===== config.mk =====
export PLATFORM = sky130hd
export DESIGN_NAME = fsqrt_issue
export DESIGN_NICKNAME = d
export VERILOG_FILES = /design/src/rtl/fsqrt_issue.sv
export SDC_FILE = /design/constraint.sdc
export NUM_CORES = 1
export LEC_CHECK = 0
export CAP_MARGIN = 20
export CORE_ASPECT_RATIO = 0.75
export CORE_UTILIZATION = 49
export DETAILED_ROUTE_END_ITERATION = 10
export PLACE_DENSITY_LB_ADDON = 0.12
export RECOVER_POWER = 50
export SETUP_SLACK_MARGIN = 0.02
export SLEW_MARGIN = 20
export SYNTH_ARGS = -nofsm -noshare
export SYNTH_HDL_FRONTEND = slang
export SYNTH_SLANG_ARGS = --single-unit

===== constraint.sdc =====
create_clock -name clk -period 112.5 [get_ports clk]
set_input_delay 16.875 -clock clk [delete_from_list [all_inputs] [get_ports clk]]
set_output_delay 16.875 -clock clk [all_outputs]
set_load 0.05 [all_outputs]

===== src/rtl/fsqrt_issue.sv =====
// Single-precision square-root issue stage: holds one operand on a combinational
// fsqrt core for LATENCY cycles, then queues {y, exc, tag} in a 2-entry result FIFO.

module fsqrt_core (
    input  logic [31:0] x,
    output logic [31:0] y,
    output logic        exception
);
    logic        sgn;
    logic [7:0]  e;
    logic [22:0] f;
    logic [47:0] rad;
    logic [23:0] root;
    logic [27:0] rem;
    logic [27:0] trial;
    logic [7:0]  ey;

    assign sgn = x[31];
    assign e   = x[30:23];
    assign f   = x[22:0];

    // Odd biased exponent means an even unbiased exponent; otherwise the
    // mantissa is doubled so the halved exponent stays integral.
    always_comb begin
        rad = e[0] ? {2'b01, f, 23'd0} : {1'b1, f, 24'd0};
        ey  = 8'(({1'b0, e} + 9'd126 + {8'd0, e[0]}) >> 1);
    end

    // Restoring digit recurrence, one root bit per step; result is truncated.
    always_comb begin
        rem   = '0;
        root  = '0;
        trial = '0;
        for (int i = 23; i >= 0; i--) begin
            rem   = {rem[25:0], rad[2*i+1], rad[2*i]};
            trial = {2'b00, root, 2'b01};
            if (rem >= trial) begin
                rem  = rem - trial;
                root = {root[22:0], 1'b1};
            end else begin
                root = {root[22:0], 1'b0};
            end
        end
    end

    // Any negative input (including -0) and any NaN raise the exception;
    // subnormal inputs are flushed to a zero result.
    always_comb begin
        y         = 32'd0;
        exception = 1'b0;
        if (sgn || (e == 8'hFF && f != 23'd0)) begin
            y         = 32'h7FC00000;
            exception = 1'b1;
        end else if (e == 8'hFF) begin
            y = 32'h7F800000;
        end else if (e == 8'd0) begin
            y = 32'd0;
        end else begin
            y = {1'b0, ey, root[22:0]};
        end
    end
endmodule

module fsqrt_issue #(
    parameter int LATENCY = 2,
    parameter int TAG_W   = 6
) (
    input  logic             clk,
    input  logic             rst,
    input  logic             in_valid,
    output logic             in_ready,
    input  logic [31:0]      in_x,
    input  logic [TAG_W-1:0] in_tag,
    input  logic             flush,
    output logic             out_valid,
    input  logic             out_ready,
    output logic [31:0]      out_y,
    output logic             out_exc,
    output logic [TAG_W-1:0] out_tag,
    output logic             busy
);
    localparam int         EW   = 33 + TAG_W;
    localparam logic [3:0] LAST = 4'(LATENCY - 1);

    typedef enum logic {IDLE, EVAL} state_t;

    state_t           state, state_d;
    logic [3:0]       cnt, cnt_d;
    logic [31:0]      x_r;
    logic [TAG_W-1:0] tag_r;
    logic [31:0]      core_y;
    logic             core_exc;

    logic [EW-1:0]    mem [2];
    logic             rd_ptr, wr_ptr;
    logic [1:0]       count;
    logic [EW-1:0]    head;

    logic             accept, done, push, pop;

    fsqrt_core u_core (
        .x         (x_r),
        .y         (core_y),
        .exception (core_exc)
    );

    // Valid/ready: a transfer happens on a rising edge where both valid and
    // ready are high; ready never depends on valid, and flush cancels transfers.
    assign in_ready  = !rst && (state == IDLE) && (count < 2'd2) && !flush;
    assign accept    = in_valid && in_ready;
    assign done      = (state == EVAL) && (cnt == LAST);
    assign out_valid = (count != 2'd0);
    assign push      = done && !flush;
    assign pop       = out_valid && out_ready && !flush;
    assign busy      = (state == EVAL) || (count != 2'd0);

    always_comb begin
        state_d = state;
        cnt_d   = cnt;
        if (flush) begin
            state_d = IDLE;
            cnt_d   = 4'd0;
        end else begin
            case (state)
                IDLE: begin
                    if (accept) begin
                        state_d = EVAL;
                        cnt_d   = 4'd0;
                    end
                end
                EVAL: begin
                    if (done) begin
                        state_d = IDLE;
                        cnt_d   = 4'd0;
                    end else begin
                        cnt_d = cnt + 4'd1;
                    end
                end
                default: begin
                    state_d = IDLE;
                    cnt_d   = 4'd0;
                end
            endcase
        end
    end

    always_ff @(posedge clk or posedge rst) begin
        if (rst) begin
            state <= IDLE;
            cnt   <= 4'd0;
        end else begin
            state <= state_d;
            cnt   <= cnt_d;
        end
    end

    always_ff @(posedge clk or posedge rst) begin
        if (rst) begin
            x_r   <= 32'd0;
            tag_r <= '0;
        end else if (accept) begin
            x_r   <= in_x;
            tag_r <= in_tag;
        end
    end

    always_ff @(posedge clk or posedge rst) begin
        if (rst) begin
            mem[0] <= '0;
            mem[1] <= '0;
            rd_ptr <= 1'b0;
            wr_ptr <= 1'b0;
            count  <= 2'd0;
        end else if (flush) begin
            rd_ptr <= 1'b0;
            wr_ptr <= 1'b0;
            count  <= 2'd0;
        end else begin
            if (push) begin
                mem[wr_ptr] <= {core_y, core_exc, tag_r};
                wr_ptr      <= ~wr_ptr;
            end
            if (pop) begin
                rd_ptr <= ~rd_ptr;
            end
            if (push && !pop) begin
                count <= count + 2'd1;
            end else if (pop && !push) begin
                count <= count - 2'd1;
            end
        end
    end

    assign head    = mem[rd_ptr];
    assign out_y   = out_valid ? head[EW-1 -: 32] : 32'd0;
    assign out_exc = out_valid ? head[TAG_W] : 1'b0;
    assign out_tag = out_valid ? head[TAG_W-1:0] : '0;
endmodule


== Word-level counts from Yosys, hierarchy flattened ==
Index checks and enable logic that the tools add are counted.

* Register bits: 125
* Input port bits: 43

* $add $sub $neg: 28
* $lt $le $gt $ge: 28
* Equality and inequality tests: 3
* Multiplexer cells: 76
* Bitwise gates (word level): 6
* Reductions and logical operators: 25

{| class="wikitable"
|+ Operators with widths
! cell !! count
|-
| $mux W26 || 23
|-
| $mux W39 || 4
|-
| $mux W32 || 3
|-
| $bwmux W78 || 1
|-
| $mux W48 || 1
|-
| $demux W39 S1 || 1
|-
| $mux W1 || 33
|-
| $mux W31 || 1
|-
| $ge A28 B10 Y1 || 1
|-
| $ge A28 B11 Y1 || 1
|-
| $ge A28 B12 Y1 || 1
|-
| $ge A28 B13 Y1 || 1
|-
| $ge A28 B14 Y1 || 1
|-
| $ge A28 B15 Y1 || 1
|-
| $ge A28 B16 Y1 || 1
|-
| $ge A28 B17 Y1 || 1
|-
| $ge A28 B18 Y1 || 1
|-
| $ge A28 B19 Y1 || 1
|-
| $ge A28 B20 Y1 || 1
|-
| $ge A28 B21 Y1 || 1
|-
| $ge A28 B22 Y1 || 1
|-
| $ge A28 B23 Y1 || 1
|-
| $ge A28 B24 Y1 || 1
|-
| $ge A28 B25 Y1 || 1
|-
| other kinds (57) || 83
|}

== Longest topological paths before layout ==
* Depth in word-level cells: 53
* Gate-level depth with buffers: 442
* Mapped depth without buffers: 401

== By module ==
Synthesis repeated with hierarchy kept, for this count alone.

* Cells, all modules: 4108
* Area, all modules: 31640.3 µm²

{| class="wikitable"
|+ By module, submodules not included
! module !! times used !! cells each !! area each (µm²) !! seq. area each (µm²)
|-
| fsqrt_core || 1 || 3719 || 26136.3 || 0.0
|-
| fsqrt_issue || 1 || 389 || 5504.0 || 3128.0
|}

== Worst setup path before layout ==
No wires, ideal clock.

* Path kind: register to register
* From: reg x_r[23]
* To: reg mem[46] in the netlist's numbering
* Setup time: 0.134 ns
* Data arrival time: 78.642 ns
* Required time: 112.366 ns
* Setup slack: 33.724 ns
* Stages on the path, launching flop included: 433
* Clock period less this slack: 78.776 ns
* Cells stage by stage: dfrtp_1 -> buf_4 -> buf_2 -> mux2i_1 -> ha_1 -> nor3b_2 -> nor2_2 -> inv_2 -> nand2_1 -> nand2_1 -> inv_1 -> ha_1 -> nor2b_1 -> a22oi_1 -> o2111a_1 -> buf_6 -> a21oi_4 -> inv_2 -> (+397 left out) -> nand2_1 -> clkbuf_1 -> clkbuf_1 -> nor2_1 -> a21oi_1 -> ha_1 -> a21oi_1 -> nor2b_1 -> o21ai_0 -> nand2b_1 -> a21oi_1 -> nor2b_1 -> o21ai_0 -> nand2b_1 -> a21oi_1 -> o21ai_0 -> a211oi_1 -> o31ai_1

* Word-level cells in the longest chain between the ends: 53
* Elaborated cells between the ends (all ways): 103
* Those cells by class: 23 x add/sub; 24 x order compare; 1 x eq/ne; 52 x mux; 3 x reduce/logical

{| class="wikitable"
|+ Ends and longest elaborated chain
! what !! line !! RTL
|-
| start: declaration || 89 || <nowiki>logic [31:0] x_r;</nowiki>
|-
| start signal: assignment || 162 || <nowiki>x_r <= in_x;</nowiki>
|-
| $mux W48 || 25 || <nowiki>rad = e[0] ? {2'b01, f, 23'd0} : {1'b1, f, 24'd0};</nowiki>
|-
| $sub A2 B1 Y3 / $ge A2 B1 Y1 (equally long branches) || 38, 37 ||
|-
| $mux W26 / $mux W1 (equally long branches) || 37 || <nowiki>if (rem >= trial) begin</nowiki>
|-
| $sub A26 B3 Y26 / $ge A28 B3 Y1 (equally long branches) || 38, 37 ||
|-
| $mux W26 / $mux W1 (equally long branches) || 37 ||
|-
| $sub A26 B4 Y26 / $ge A28 B4 Y1 (equally long branches) || 38, 37 ||
|-
| $mux W26 / $mux W1 (equally long branches) || 37 ||
|-
| $sub A26 B5 Y26 / $ge A28 B5 Y1 (equally long branches) || 38, 37 ||
|-
| (+37 left out) || - ||
|-
| $sub A26 B24 Y26 / $ge A28 B24 Y1 (equally long branches) || 38, 37 ||
|-
| $mux W26 / $mux W1 (equally long branches) || 37 ||
|-
| $ge A28 B25 Y1 || 37 ||
|-
| $mux W1 || 37 ||
|-
| $mux W31 || 56 || <nowiki>end else if (e == 8'd0) begin</nowiki>
|-
| $mux W32 || 54 || <nowiki>end else if (e == 8'hFF) begin</nowiki>
|-
| $mux W32 (*) || 51 || <nowiki>if (sgn || (e == 8'hFF && f != 23'd0)) begin</nowiki>
|-
| $bwmux W78 (*) || 180 || <nowiki>mem[wr_ptr] <= {core_y, core_exc, tag_r};</nowiki>
|-
| end signal: indexed assignment || 180 ||
|-
| end: declaration || 94 || <nowiki>logic [EW-1:0] mem [2];</nowiki>
|}

Every way passes the cells marked *; elsewhere a longest branch is shown, timed or not.
A chain may end at the register's enable or synchronous reset.

== Worst setup path after layout ==
Ends and elaborated chain as after synthesis.

==> run summary <==
The number of global-route vias before repair came out at 26840. In this run the clock root is driven by a sky130_fd_sc_hd__clkbuf_16. The vertical die dimension is 211.9 um.

The via count came out at 29830. The tightest slew margin relative to the limit is -126.9%. The post-cts repair resize count is 0. Setup total negative slack on the finished layout was measured at 0 ns. TritonCTS built the clock tree. The floorplan has 76 rows. The number of buffers inserted during clock tree synthesis is 17.

The initial cell density of the core is 49.85%. By startpoint and endpoint, the worst setup path is classified as reg2reg. The flow ran to the end, but the final reports show violations. The number of synthesized flops with an enable pin is 0. The most used flip-flop cell after synthesis is sky130_fd_sc_hd__dfrtp_1. The share of the Yosys chip area taken by registers is 10.70%. The number of pins exceeding their max-slew limit in the final report came out at 264. The estimated wirelength of the detail-placed design came out at 74720 um.

Summed over all layers, the routed wires come to 94030 um. The number of cells traversed by the worst register-to-register path is 398. Setup repair after global routing left no endpoint under its margin. The flip-flop and latch count after synthesis came out at 123. The placeable core area is 57720 um^2. The post-layout minimum cycle time is 87.88 ns.

The pre-antenna-repair detailed-routing pass consisted of 8 iterations. The final global-route overflow total came out at 0. The remaining design rule violation count came out at 0. In the post-synthesis netlist, the biggest area contributors are sky130_fd_sc_hd__ha_1, sky130_fd_sc_hd__dfrtp_1, sky130_fd_sc_hd__a21oi_1, sky130_fd_sc_hd__xnor2_1, sky130_fd_sc_hd__nand2_1. The checks that failed: max-capacitance violations, max-slew violations. In this run the horizontal extent of the chip is 281.8 um. The highest clock rate came out at 11.38 MHz. The number of antenna violations at the first check in global routing is 2. At the end of routability-driven placement, the weighted congestion stood at 0.9543.

STA classifies the critical path startpoint as a register. The global-route usage over all layers came out at 30.78%. The clock edge transition at the registers on the reported setup and hold paths came out at 0.06 ns.

Entering global routing, the biggest net connects 76 pins. The number of hold violations in the final report came out at 0. The count of endpoints failing setup in the final report is 0.

The area growth from synthesis to layout is 7.448%. Summed over all instances, the cell type with the most area after synthesis is sky130_fd_sc_hd__ha_1. 85 I/O pins were placed. The portion of synthesized cell area occupied by the leading cell type came out at 13.18%. Leaving out fill and tap cells, the most frequent cell in the layout is sky130_fd_sc_hd__a21oi_1. Counting instances, the worst hold path has a depth of 2.

The post-synthesis instance area came out at 28780 um^2. Input and output buffers added on the ports amount to 83. The fraction of synthesis flops using an asynchronous set or reset pin is 100.0%.

The count of unique library cells instantiated by Yosys came out at 140. Leaving out fill and tap cells, the most frequent cells in the layout are sky130_fd_sc_hd__a21oi_1, sky130_fd_sc_hd__nand2_1, sky130_fd_sc_hd__nor2_1. The deepest clock path buffer count is 2. The number of levels the H-tree was split into came out at 4. Cells with a size suffix above 1 make up 7.953% of the layout. Once detail routing completed, the nets flagged for antenna violations numbered 0. The cell that appears most often on the critical path is sky130_fd_sc_hd__a21oi_1.

The largest incremental delay on the critical path is 1.03 ns. The final worst hold slack is 0.4720 ns. For the worst setup path, the data required time is 112.69 ns. Across the routed clock network, the largest skew measured is 0.01085 ns. STA classifies the critical path endpoint as a register. The clock sink total came out at 123. The first-iteration detailed-routing DRC count is 3060. The post-CTS setup buffer count came out at 0. In this run the worst path has a maximum fanout of 44. The via density per instance came out at 6.255. The first-pass GRT wire length is 148800 um.

The clock network latency to the later pin of the worst-skew pair came out at 0.44 ns. At the pin with the least slew margin, the transition time is 3.385 ns. During synthesis, Yosys emitted a total of 0 warnings. Max-cap violations in this run came to 4.

The number of nets in the finished design came out at 4321. The hold-fix buffer count after cts is 0. Counting every instance in the synthesized netlist gives 3960. The mean instance size in the synthesized netlist is 7.266 um^2.

The final critical path takes up 78.12% of the cycle. Data on the critical path arrives at its endpoint at 88.08 ns. The post-detailed-route wirelength per cell is 19.72 um. The slowest stage of the critical path belongs to the cell sky130_fd_sc_hd__dfrtp_2. The filler cell count in the final layout came out at 5732.

The full die area is 59710 um^2. The path category of the worst min-delay check is reg2reg.
==> state kept, by name (all words and copies together), names as in the netlist <==
signal  cells
wr_ptr      1
rd_ptr      1
count       2
state       1
cnt         4
mem        76
x_r        32
tag_r       6
==> final timing paths <==
kind | startpoint | endpoint | slack, ns
setup / recovery | x_r[23] | mem[46] | 24.62
hold / removal | mem[46] | mem[46] | 0.47
setup reg to reg | x_r[23] | mem[46] | 24.62
hold reg to reg | mem[46] | mem[46] | 0.47
max in group asynchronous | rst | x_r[23] | 90.85
min in group asynchronous | rst | mem[9] | 17.93
==> synth_stat cells (all sizes together), types with 17 or more instances <==
| master | n |
|---|---|
| a21oi | 409 |
| nand2 | 394 |
| nor2 | 360 |
| ha | 303 |
| o21ai | 281 |
| xnor2 | 212 |
| inv | 189 |
| o21bai | 131 |
| dfrtp | 123 |
| a21o | 96 |
| mux2i | 95 |
| clkbuf | 89 |
| nor3 | 88 |
| nand3 | 87 |
| mux2 | 86 |
| xor2 | 81 |
| nand4 | 61 |
| buf | 54 |
| o31ai | 53 |
| and2 | 48 |
| nand2b | 47 |
| o21a | 43 |
| a31oi | 40 |
| or2 | 39 |
| a211oi | 38 |
| and3 | 38 |
| nor2b | 37 |
| nor4 | 34 |
| o211ai | 29 |
| or3 | 29 |
| a21boi | 18 |
| o31a | 17 |
| or4 | 17 |
==> area by class of cell <==
class / count / area [um^2] / area share [%]
Multi-Input combinational cell: 3526 / 24460 / 79.13
Sequential cell: 123 / 3080 / 9.963
Timing Repair Buffer: 113 / 1045 / 3.379
Tap cell: 780 / 975.9 / 3.156
Inverter: 193 / 726.9 / 2.351
Clock buffer: 22 / 484.2 / 1.566
Clock inverter: 9 / 136.4 / 0.4411
Antenna cell: 2 / 5.005 / 0.01619
==> layer usage <==
metal | vias up | wire length [um] | GRT usage (%)
met5 | - | 13 | 0
met4 | 2 | 875 | 4.160
met3 | 72 | 9049 | 6.688
met2 | 1159 | 36340 | 42.85
met1 | 13900 | 47750 | 48.02
li1 | 14690 | - | -
==> per-stage QoR <==
step / cells / worst slack, ns / cell area (um^2) / util [%]
6_report: 4768 / 24.62 / 30920 / 53.57
5_1_grt: 4766 / 16.49 / 30910 / 53.56
4_1_cts: 4766 / 25.64 / 30920 / 53.57
3_5_place_dp: 4735 / 25.77 / 30300 / 52.49
3_3_place_gp: 4735 / 28.71 / 30300 / 52.49
2_1_floorplan: 3985 / 33.72 / 28870 / -
==> logic make-up after synthesis <==
group	count (synthesis)	synth area share, %
AO/OA/AOI/OAI	1379	32.11
AND/OR/NAND/NOR	1340	23.40
buffers and inverters	336	4.757
adder cells (fa/ha/maj)	305	13.28
XOR/XNOR	294	9.049
multiplexers	181	6.683
flip-flops	123	10.70
other	2	0.02610
==> worst max-delay path: cells and delay by family (launching register included) <==
kind                     cells  cell delay, ns
AND/OR/NAND/NOR             84           19.98
multiplexers                13            3.94
flip-flops                   1            1.03
buffers and inverters       37           10.70
adder cells (fa/ha/maj)     30            8.64
AO/OA/AOI/OAI              234           43.01
Power is left out: the tool's default activity adds up to more than one toggle a clock period on the data nets, which glitch-free logic cannot reach.
